**src/rtl/xadac_dispatch_if.sv**
```systemverilog
// ============================================================================
// Module   : xadac_dispatch_if
// Brief    : Core-request, unit-dispatch and response bundle for xadac_dispatch.
// Revision : 1.0 - initial release
// ============================================================================
`default_nettype none

interface xadac_dispatch_if #(
  parameter int NoUnits   = 4,
  parameter int IdWidth   = 4,
  parameter int DataWidth = 128
);
  logic                           req_valid;
  logic                           req_ready;
  logic [31:0]                    req_instr;
  logic [IdWidth-1:0]             req_id;
  logic [NoUnits-1:0]             unit_req_valid;
  logic [NoUnits-1:0]             unit_req_ready;
  logic [31:0]                    unit_req_instr;
  logic [IdWidth-1:0]             unit_req_id;
  logic [NoUnits-1:0]             unit_rsp_valid;
  logic [NoUnits-1:0]             unit_rsp_ready;
  logic [NoUnits*DataWidth-1:0]   unit_rsp_data;
  logic                           rsp_valid;
  logic                           rsp_ready;
  logic [IdWidth-1:0]             rsp_id;
  logic [DataWidth-1:0]           rsp_data;
  logic                           rsp_err;

  // The dispatcher itself.
  modport slave (
    input  req_valid, req_instr, req_id, unit_req_ready,
           unit_rsp_valid, unit_rsp_data, rsp_ready,
    output req_ready, unit_req_valid, unit_req_instr, unit_req_id,
           unit_rsp_ready, rsp_valid, rsp_id, rsp_data, rsp_err
  );

  // The surrounding core and execution units.
  modport master (
    output req_valid, req_instr, req_id, unit_req_ready,
           unit_rsp_valid, unit_rsp_data, rsp_ready,
    input  req_ready, unit_req_valid, unit_req_instr, unit_req_id,
           unit_rsp_ready, rsp_valid, rsp_id, rsp_data, rsp_err
  );
endinterface

`default_nettype wire

```
**src/rtl/xadac_dispatch.sv**
```systemverilog
// ============================================================================
// Module   : xadac_dispatch
// Brief    : Mask/match decode of accelerator instructions to NoUnits units with
//            in-order response return; XADAC_DISPATCH_PERF_EN adds perf counters.
// Revision : 1.0 - initial release
// ============================================================================
`default_nettype none

module xadac_dispatch #(
  parameter int                    NoUnits        = 4,
  parameter logic [NoUnits*32-1:0] Mask           = {32'h00003077, 32'h0000707f,
                                                     32'h01f0707f, 32'h01f0707f},
  parameter logic [NoUnits*32-1:0] Match          = {32'h00003077, 32'h00002077,
                                                     32'h00001077, 32'h00000077},
  parameter int                    MaxOutstanding = 4,
  parameter int                    IdWidth        = 4,
  parameter int                    DataWidth      = 128
) (
  input  wire logic            clk,
  input  wire logic            rstn,
  xadac_dispatch_if.slave      bus
`ifdef XADAC_DISPATCH_PERF_EN
  ,
  output logic [NoUnits*32-1:0] perf_dispatch_cnt,
  output logic [31:0]           perf_err_cnt,
  output logic [31:0]           perf_full_stall_cnt
`endif
);

  localparam int IdxW = (NoUnits > 1) ? $clog2(NoUnits) : 1;
  localparam int AdrW = $clog2(MaxOutstanding);
  localparam int PtrW = AdrW + 1;

  logic [NoUnits-1:0] w_hit;
  logic [IdxW-1:0]    w_tgt;
  logic               w_any_hit;
  logic               w_full;
  logic               w_empty;
  logic               w_push;
  logic               w_pop;

  logic [PtrW-1:0]    wr_ptr_q, wr_ptr_d;
  logic [PtrW-1:0]    rd_ptr_q, rd_ptr_d;
  logic [IdxW-1:0]    fifo_unit_q [MaxOutstanding];
  logic [IdWidth-1:0] fifo_id_q   [MaxOutstanding];
  logic               fifo_err_q  [MaxOutstanding];

  logic [IdxW-1:0]    w_head_unit;
  logic [IdWidth-1:0] w_head_id;
  logic               w_head_err;

  for (genvar i = 0; i < NoUnits; i++) begin : g_hit
    assign w_hit[i] = ((bus.req_instr & Mask[i*32 +: 32]) == Match[i*32 +: 32]);
  end

  // Descending scan so the lowest matching index is the one left standing.
  always_comb begin
    w_tgt     = '0;
    w_any_hit = 1'b0;
    for (int i = NoUnits - 1; i >= 0; i--) begin
      if (w_hit[i]) begin
        w_tgt     = IdxW'(i);
        w_any_hit = 1'b1;
      end
    end
  end

  assign w_empty = (wr_ptr_q == rd_ptr_q);
  assign w_full  = (wr_ptr_q[AdrW] != rd_ptr_q[AdrW]) &&
                   (wr_ptr_q[AdrW-1:0] == rd_ptr_q[AdrW-1:0]);

  // full alone gates acceptance, keeping rsp_ready out of the req_ready cone.
  always_comb begin
    bus.unit_req_valid = '0;
    bus.req_ready      = 1'b0;
    if (!w_full) begin
      if (w_any_hit) begin
        bus.unit_req_valid[w_tgt] = bus.req_valid;
        bus.req_ready             = bus.unit_req_ready[w_tgt];
      end else begin
        bus.req_ready = 1'b1;
      end
    end
  end

  assign bus.unit_req_instr = bus.req_instr;
  assign bus.unit_req_id    = bus.req_id;

  assign w_head_unit = fifo_unit_q[rd_ptr_q[AdrW-1:0]];
  assign w_head_id   = fifo_id_q[rd_ptr_q[AdrW-1:0]];
  assign w_head_err  = fifo_err_q[rd_ptr_q[AdrW-1:0]];

  always_comb begin
    bus.rsp_valid      = 1'b0;
    bus.rsp_err        = 1'b0;
    bus.rsp_id         = '0;
    bus.rsp_data       = '0;
    bus.unit_rsp_ready = '0;
    if (!w_empty) begin
      bus.rsp_id = w_head_id;
      if (w_head_err) begin
        bus.rsp_valid = 1'b1;
        bus.rsp_err   = 1'b1;
      end else begin
        bus.rsp_valid                   = bus.unit_rsp_valid[w_head_unit];
        bus.rsp_data                    = bus.unit_rsp_data[w_head_unit*DataWidth +: DataWidth];
        bus.unit_rsp_ready[w_head_unit] = bus.rsp_ready;
      end
    end
  end

  assign w_push   = bus.req_valid & bus.req_ready;
  assign w_pop    = bus.rsp_valid & bus.rsp_ready;
  assign wr_ptr_d = w_push ? wr_ptr_q + PtrW'(1) : wr_ptr_q;
  assign rd_ptr_d = w_pop  ? rd_ptr_q + PtrW'(1) : rd_ptr_q;

  always_ff @(posedge clk or negedge rstn) begin
    if (!rstn) begin
      wr_ptr_q <= '0;
      rd_ptr_q <= '0;
    end else begin
      wr_ptr_q <= wr_ptr_d;
      rd_ptr_q <= rd_ptr_d;
    end
  end

  // Entry payload needs no reset: it is only observed behind a non-empty pointer pair.
  always_ff @(posedge clk) begin
    if (w_push) begin
      fifo_unit_q[wr_ptr_q[AdrW-1:0]] <= w_tgt;
      fifo_id_q[wr_ptr_q[AdrW-1:0]]   <= bus.req_id;
      fifo_err_q[wr_ptr_q[AdrW-1:0]]  <= ~w_any_hit;
    end
  end

`ifdef XADAC_DISPATCH_PERF_EN
  logic [31:0] err_cnt_q;
  logic [31:0] stall_cnt_q;

  for (genvar i = 0; i < NoUnits; i++) begin : g_perf_unit
    logic [31:0] disp_cnt_q;
    always_ff @(posedge clk or negedge rstn) begin
      if (!rstn) begin
        disp_cnt_q <= '0;
      end else if (w_push && w_any_hit && (w_tgt == IdxW'(i)) && (disp_cnt_q != '1)) begin
        disp_cnt_q <= disp_cnt_q + 32'd1;
      end
    end
    assign perf_dispatch_cnt[i*32 +: 32] = disp_cnt_q;
  end

  always_ff @(posedge clk or negedge rstn) begin
    if (!rstn) begin
      err_cnt_q   <= '0;
      stall_cnt_q <= '0;
    end else begin
      if (w_push && !w_any_hit && (err_cnt_q != '1)) begin
        err_cnt_q <= err_cnt_q + 32'd1;
      end
      if (bus.req_valid && w_full && (stall_cnt_q != '1)) begin
        stall_cnt_q <= stall_cnt_q + 32'd1;
      end
    end
  end

  assign perf_err_cnt        = err_cnt_q;
  assign perf_full_stall_cnt = stall_cnt_q;
`endif

endmodule

`default_nettype wire

```
**src/flat_wrapper.sv**
```systemverilog
// flat-port wrapper written by rule: the top's interface ports become plain ports
module xadac_dispatch_flat 
#(
  parameter int                    NoUnits        = 4,
  parameter logic [NoUnits*32-1:0] Mask           = {32'h00003077, 32'h0000707f,
                                                     32'h01f0707f, 32'h01f0707f},
  parameter logic [NoUnits*32-1:0] Match          = {32'h00003077, 32'h00002077,
                                                     32'h00001077, 32'h00000077},
  parameter int                    MaxOutstanding = 4,
  parameter int                    IdWidth        = 4,
  parameter int                    DataWidth      = 128
)
  (clk, rstn, bus_req_valid, bus_req_instr, bus_req_id, bus_unit_req_ready, bus_unit_rsp_valid, bus_unit_rsp_data, bus_rsp_ready, bus_req_ready, bus_unit_req_valid, bus_unit_req_instr, bus_unit_req_id, bus_unit_rsp_ready, bus_rsp_valid, bus_rsp_id, bus_rsp_data, bus_rsp_err);
  xadac_dispatch_if #(.NoUnits(NoUnits), .IdWidth(IdWidth), .DataWidth(DataWidth)) bus_i ();
  input  wire logic clk;
  input  wire logic rstn;
  input wire logic [$bits(bus_i.req_valid)-1:0] bus_req_valid;
  input wire logic [$bits(bus_i.req_instr)-1:0] bus_req_instr;
  input wire logic [$bits(bus_i.req_id)-1:0] bus_req_id;
  input wire logic [$bits(bus_i.unit_req_ready)-1:0] bus_unit_req_ready;
  input wire logic [$bits(bus_i.unit_rsp_valid)-1:0] bus_unit_rsp_valid;
  input wire logic [$bits(bus_i.unit_rsp_data)-1:0] bus_unit_rsp_data;
  input wire logic [$bits(bus_i.rsp_ready)-1:0] bus_rsp_ready;
  output wire logic [$bits(bus_i.req_ready)-1:0] bus_req_ready;
  output wire logic [$bits(bus_i.unit_req_valid)-1:0] bus_unit_req_valid;
  output wire logic [$bits(bus_i.unit_req_instr)-1:0] bus_unit_req_instr;
  output wire logic [$bits(bus_i.unit_req_id)-1:0] bus_unit_req_id;
  output wire logic [$bits(bus_i.unit_rsp_ready)-1:0] bus_unit_rsp_ready;
  output wire logic [$bits(bus_i.rsp_valid)-1:0] bus_rsp_valid;
  output wire logic [$bits(bus_i.rsp_id)-1:0] bus_rsp_id;
  output wire logic [$bits(bus_i.rsp_data)-1:0] bus_rsp_data;
  output wire logic [$bits(bus_i.rsp_err)-1:0] bus_rsp_err;
  assign bus_i.req_valid = bus_req_valid;
  assign bus_i.req_instr = bus_req_instr;
  assign bus_i.req_id = bus_req_id;
  assign bus_i.unit_req_ready = bus_unit_req_ready;
  assign bus_i.unit_rsp_valid = bus_unit_rsp_valid;
  assign bus_i.unit_rsp_data = bus_unit_rsp_data;
  assign bus_i.rsp_ready = bus_rsp_ready;
  assign bus_req_ready = bus_i.req_ready;
  assign bus_unit_req_valid = bus_i.unit_req_valid;
  assign bus_unit_req_instr = bus_i.unit_req_instr;
  assign bus_unit_req_id = bus_i.unit_req_id;
  assign bus_unit_rsp_ready = bus_i.unit_rsp_ready;
  assign bus_rsp_valid = bus_i.rsp_valid;
  assign bus_rsp_id = bus_i.rsp_id;
  assign bus_rsp_data = bus_i.rsp_data;
  assign bus_rsp_err = bus_i.rsp_err;
  xadac_dispatch #(.NoUnits(NoUnits), .Mask(Mask), .Match(Match), .MaxOutstanding(MaxOutstanding), .IdWidth(IdWidth), .DataWidth(DataWidth)) u_core (.clk(clk), .rstn(rstn), .bus(bus_i));
endmodule
```
**config.mk**
```make
export PLATFORM = sky130hd
export DESIGN_NAME = xadac_dispatch_flat
export DESIGN_NICKNAME = d
export VERILOG_FILES = /design/src/rtl/xadac_dispatch_if.sv /design/src/rtl/xadac_dispatch.sv /design/src/flat_wrapper.sv
export SDC_FILE = /design/constraint.sdc
export NUM_CORES = 1
export LEC_CHECK = 0
export ABC_AREA = 1
export CORE_AREA = 4 4 290 292
export CTS_BUF_LIST = sky130_fd_sc_hd__clkbuf_2
export CTS_CLUSTER_SIZE = 24
export DETAILED_ROUTE_END_ITERATION = 10
export DIE_AREA = 0 0 294 296
export PLACE_DENSITY = 0.34
export SLEW_MARGIN = 20
export SYNTH_ARGS = -nofsm -noshare
export SYNTH_HDL_FRONTEND = slang
export SYNTH_SLANG_ARGS = --single-unit
```
**constraint.sdc**
```tcl
create_clock -name clk -period 2 [get_ports clk]
set_input_delay 0.3 -clock clk [delete_from_list [all_inputs] [get_ports clk]]
set_output_delay 0.3 -clock clk [all_outputs]
set_load 0.02 [all_outputs]
```
# Word level (Yosys, flattened, before mapping)
# Memories as Yosys holds them, arrays and structs flattened.
# Cells that the tools add are included.
[word_totals]
n_memories = 3
inputBits = 560
ramBits = 28
register_bits = 6
wordCells = 58
out_inout_bits = 179
[classes]
n_shift = 1
magnitude_cmp = 4
add_sub_neg = 2
bitwise_logic = 5
eq_ne = 7
n_reduce_logical = 3
mux = 31
[mem_list]
columns = ["name", "words", "word_bits", "read_ports", "rd_clocked_by_memory_dff", "write_ports", "line", "rtl"]
rows = [
  ["u_core.fifo_id_q", 4, 4, 1, 0, 1, "xadac_dispatch.sv:45", "logic [IdWidth-1:0] fifo_id_q [MaxOutstanding];"],
  ["u_core.fifo_unit_q", 4, 2, 1, 0, 1, "xadac_dispatch.sv:44", "logic [IdxW-1:0] fifo_unit_q [MaxOutstanding];"],
  ["u_core.fifo_err_q", 4, 1, 1, 0, 1, "xadac_dispatch.sv:46", "logic fifo_err_q [MaxOutstanding];"],
]
[ops]
columns = ["op", "count"]
rows = [
  ["512-bit by 10-bit indexed part select with 128-bit output", 1],
  ["128-bit two-way mux", 2],
  ["4-bit two-way mux", 5],
  ["1-bit two-way mux", 16],
  ["15-bit by 7-bit equality test with 1-bit output, second input constant", 1],
  ["15-bit by 8-bit equality test with 1-bit output, second input constant", 1],
  ["10-bit by 9-bit equality test with 1-bit output, second input constant", 1],
  ["4-bit AND", 2],
  ["8-bit equality test, second input constant", 1],
  ["2-bit two-way mux", 4],
  ["3-bit by 1-bit adder with 3-bit output, second input constant", 2],
  ["2-bit by 3-bit less-than comparator with 1-bit output, second input constant", 2],
  ["1-bit binary-select mux with 2-bit select", 2],
  ["1-bit demux with 2-bit select", 2],
  ["2-bit by 1-bit >= comparator with 1-bit output, second input constant", 2],
  ["3-bit equality test", 1],
  ["1-bit logical AND", 3],
  ["1-bit AND", 2],
  ["2-bit equality test", 1],
  ["1-bit inequality test", 1],
  ["1-bit inverter", 1],
]

# Logic depth before layout (Yosys ltp)
# Gate-level depths: netlist (run 1).
[logic_depth]
word_depth = 12
mapped_depth = 13
depth_no_buf = 12

# Least setup slack after synthesis (run 1)
# OpenSTA, ideal clock, no wires.
[synth_path]
path_type = "reg-to-output"
startpoint = "reg u_core.rd_ptr_q[0]"
endpoint = "out bus_rsp_data[108]"
slack_ns = -0.061
stages_incl_launch_ff = 11
arrival_time_ns = 1.761
n_path_buf = 3
t_required_ns = 1.700
cell_sequence = "dfrtp_1 > buf_6 > inv_6 > nand2_1 > nand3_1 > nand2_2 > inv_4 > buf_2 > buf_2 > nand3_1 > a31oi_1"
[synth_between]
elab_chain_len = 4
elab_cells_between_ends = 6
cone_classes = "eq/ne (1); shift (1); mux (2); memory (2)"
[synth_rtl]
columns = ["element", "line", "rtl"]
rows = [
  ["start, declared", "xadac_dispatch.sv:43", "logic [PtrW-1:0] rd_ptr_q, rd_ptr_d;"],
  ["start signal, assigned", "xadac_dispatch.sv:123", "rd_ptr_q <= rd_ptr_d;"],
  ["memory read 4 x 2 bit", "-", ""],
  ["512-bit by 10-bit indexed part select with 128-bit output", "xadac_dispatch.sv:106", "bus.rsp_data = bus.unit_rsp_data[w_head_unit*DataWidth +: DataWidth];"],
  ["128-bit two-way mux", "xadac_dispatch.sv:101", "if (w_head_err) begin"],
  ["128-bit two-way mux *", "xadac_dispatch.sv:99", "if (!w_empty) begin"],
  ["end, declared", "flat_wrapper.sv:31", "output wire logic [$bits(bus_i.rsp_data)-1:0] bus_rsp_data;"],
]
# Every way passes the cells marked *; elsewhere a longest branch is shown, timed or not.

# Final worst setup path (run 1)
[layout_path]
startpoint = "reg u_core.rd_ptr_q[0]"
endpoint = "out bus_rsp_data[77]"
# Same word-level chain as after synthesis.

==> impl_metrics.toml, run 1 <==
[run_status]
status = "finished, violations left"
violations = "setup timing"

[layout]
nNetsFinal = 2496
multi_input_area_um2 = 4820
design_area_um2 = 17500
fillers = 9151
drive_gt1_share_pct = 31.8
fin_cells = 3009
area_growth_pct = 183
ff_latch_area_um2 = 992

[synthesis]
syn_inst = 1103
ys_top_cells_by_area = "edfxtp_1 (14%), a31oi_1 (13%), nand3_1 (12%), nand2_1 (11%), a21oi_1 (10%)"
synth_top_area_share_pct = 13.6
synthFlopType = "edfxtp_1"
syn_nets = 1668
synth.area.mux_share_pct = 0
avgSynthCellArea_um2 = 5.61
synth_compound_area_share_pct = 25.1
ys_top_cells_by_count = "nand2_1 (182), inv_1 (160), nor2_1 (157), nand3_1 (145), a21oi_1 (129)"
synth_area_leader_cell = "edfxtp_1"
yosys.cell_count.top_type = "nand2_1"
synth_fa_ha_area_share_pct = 1.01
synth-simple-area-share_pct = 33.8
synth_edf_count = 28
async_reset_ff_share_pct = 17.6
ys_types = 31
synth_top_family_by_area = "simple AND/OR/NAND/NOR gates"
syn_area_um2 = 6180
ys_ff_latch = 34
synthXorXnorAreaFrac_pct = 0.425
ys_seq_area_share_pct = 16.0
ys_warn_count = 0

[clocking]
cts_tree = "built"
clock-sinks = 34
clk_latency_ns = 0.35
clkTransAtPathRegs_ns = 0.16
h-tree-depth = 2
cts-root-buf = "clkbuf_2"
cts.path.max_buffers = 2
postCtsHoldBufs = 0
cts_buffers = 5

[drt]
viasPerCell = 3.74
drt_first_iter_violations = 399
wire_per_inst_um = 22.3
vias = 11300
ant_nets = 0
drt_pass1_iterations = 5
drc_errors = 0
wl_mm = 67.1

[setup_path]
required_ns = 1.70
start_kind = "register"
critical_path_class = "reg -> out"
worstPathMaxFanout = 7
critPathArrivalTime_ns = 2.41
critPathCaptureType = "primary output"

[placed_design]
hpwl_mm = 54.4
gp_congestion = 0.883
place_inst = 2916
place_area_um2 = 15500
portBuffers = 704
place_ws_ns = -0.956

[global_routing]
grt_antenna_before_repair = 25
grt_max_degree = 41
grt_first_pass_wirelength_mm = 88.2
grt_use_total_pct = 13.9
grt_pass1_vias = 12000
grt_overflow_total = 0

[job]
maxCapViolations = 0

[sta]
relSlewSlack_pct = 74.5
rsz0062_at_grt = "true"
whs_ns = 0.210
fin_crit_sh_pct = 136
fmax_mhz = 368
hold_violations = 0
setup_viol = 171
tns_ns = -84.89
fin_ws_ns = -0.714
min_period_ns = 2.71
slew_viol_final = 0
worst_slew_pin_slew_ns = 0.381
finClkSkew_ns = 0.00970

[floorplan]
die_area_um2 = 87000
die_h_um = 296
initial_core_util_pct = 7.58
num_io_pins = 739
rows = 105
die_w_um = 294
core_area_um2 = 81600

[pwr]
p_leak_nw = 7.12
power.density_nw_per_um2 = 1710
peakVddDrop_v = 0.000708

[worst_hold_path]
min_path_type = "in -> async"
-- worst paths after layout --
path / startpoint / to / slack (ns) / cells after the start
worst min register to register: u_core.rd_ptr_q[2] / u_core.rd_ptr_q[2] / 0.63 / 3
worst min-delay path: rstn / u_core.rd_ptr_q[2] / 0.21 / 1
worst max-delay path: u_core.rd_ptr_q[0] / bus_rsp_data[77] / -0.71 / 12
worst max register to register: u_core.rd_ptr_q[0] / u_core.fifo_id_q[0][2] / -0.13 / 14
max in group asynchronous: rstn / u_core.rd_ptr_q[0] / 1.50 / 1
min in group clk: bus_req_instr[19] / bus_unit_req_instr[19] / 0.60 / 0
-- report_power, final --
| group | internal, W | switching (W) | total, W |
|---|---|---|---|
| Combinational | 0.0133 | 0.0154 | 0.0286 |
| Clock | 0.0000861 | 0.000213 | 0.000299 |
| Sequential | 0.000953 | 0.0000905 | 0.00104 |
| Total | 0.0143 | 0.0157 | 0.0300 |
-- kinds of logic after synthesis --
kind of cell | count (synthesis)
buffers and inverters | 289
AND/OR/NAND/NOR | 498
AO/OA/AOI/OAI | 274
adder cells (fa/ha/maj) | 5
XOR/XNOR | 3
flip-flops | 34
-- registers in the layout, indices dropped and copies added, names as in the netlist --
name and cells:
u_core.wr_ptr_q 3, u_core.fifo_id_q 16, u_core.fifo_err_q 4, u_core.rd_ptr_q 3
u_core.fifo_unit_q 8
-- area by class of cell --
cell class	instances	share of cell area [%]
Antenna cell	7	0.100
Clock buffer	6	0.172
Clock inverter	2	0.0501
Inverter	164	3.69
Multi-Input combinational cell	780	27.6
Sequential cell	34	5.67
Tap cell	1070	7.65
Timing Repair Buffer	946	55.1
-- per-layer routing --
layer,GRT usage (%),vias up,routed length (um)
li1,-,5313,-
met1,16.0,5311,25900
met2,26.2,559,34400
met3,3.63,70,5350
met4,2.20,6,1440
met5,0,-,42
-- worst max-delay path: stages (launching register included) --
cell	delay [ns]
dfrtp_2	0.51
inv_6	0.11
nand2_2	0.06
o211ai_4	0.08
nand2_4	0.10
buf_6	0.14
nand2_8	0.14
buf_16	0.19
buf_4	0.14
nor2_1	0.05
a21oi_2	0.24
a31oi_2	0.12
buf_2	0.17
-- what timing repair did --
action,4_1_cts,5_1_grt
resized for setup,901,143
endpoints found under the setup margin,177,177
cloned,11,4
setup buffers,51,14
endpoints found under the hold margin,0,0
pin swaps,36,14
-- per-stage QoR --
stage	utilization, %	power (W)
floorplan	-	0.0119
global placement	19.0	0.0236
detailed placement	19.0	0.0236
CTS	20.7	0.0287
global route	21.4	0.0319
finish	21.4	0.0300
-- placed cells by master (no fill, tap or decap), drive strengths merged, types with 2 or more instances in the layout --
cell	n
clkbuf	9
o21ai	10
nand2	186
bufbuf	2
edfxtp	28
nor3	3
o22ai	4
a21oi	129
clkinv	3
o211ai	2
buf	380
dfrtp	6
clkdlybuf4s50	561
xor2	2
nand4	4
nand3	145
a31oi	128
ha	5
nor2	158
inv	163
diode	7
No activity file was read; power rests on OpenSTA's default activity.
==> run 2, diff against run 1 <==
--- a/config.mk
+++ b/config.mk
@@ -12,7 +12,6 @@
 export DETAILED_ROUTE_END_ITERATION = 10
 export DIE_AREA = 0 0 294 296
 export PLACE_DENSITY = 0.34
-export SLEW_MARGIN = 20
 export SYNTH_ARGS = -nofsm -noshare
 export SYNTH_HDL_FRONTEND = slang
 export SYNTH_SLANG_ARGS = --single-unit
==> results of run 2 <==
The final DEF is identical to that of run 1; final timing and power are the same.
==> run 3, diff against run 2 <==
--- a/config.mk
+++ b/config.mk
@@ -11,6 +11,7 @@
 export CTS_CLUSTER_SIZE = 24
 export DETAILED_ROUTE_END_ITERATION = 10
 export DIE_AREA = 0 0 294 296
+export HOLD_SLACK_MARGIN = 0.08
 export PLACE_DENSITY = 0.34
 export SYNTH_ARGS = -nofsm -noshare
 export SYNTH_HDL_FRONTEND = slang
==> results of run 3 <==
The final DEF is identical to that of run 1; final timing and power are the same.
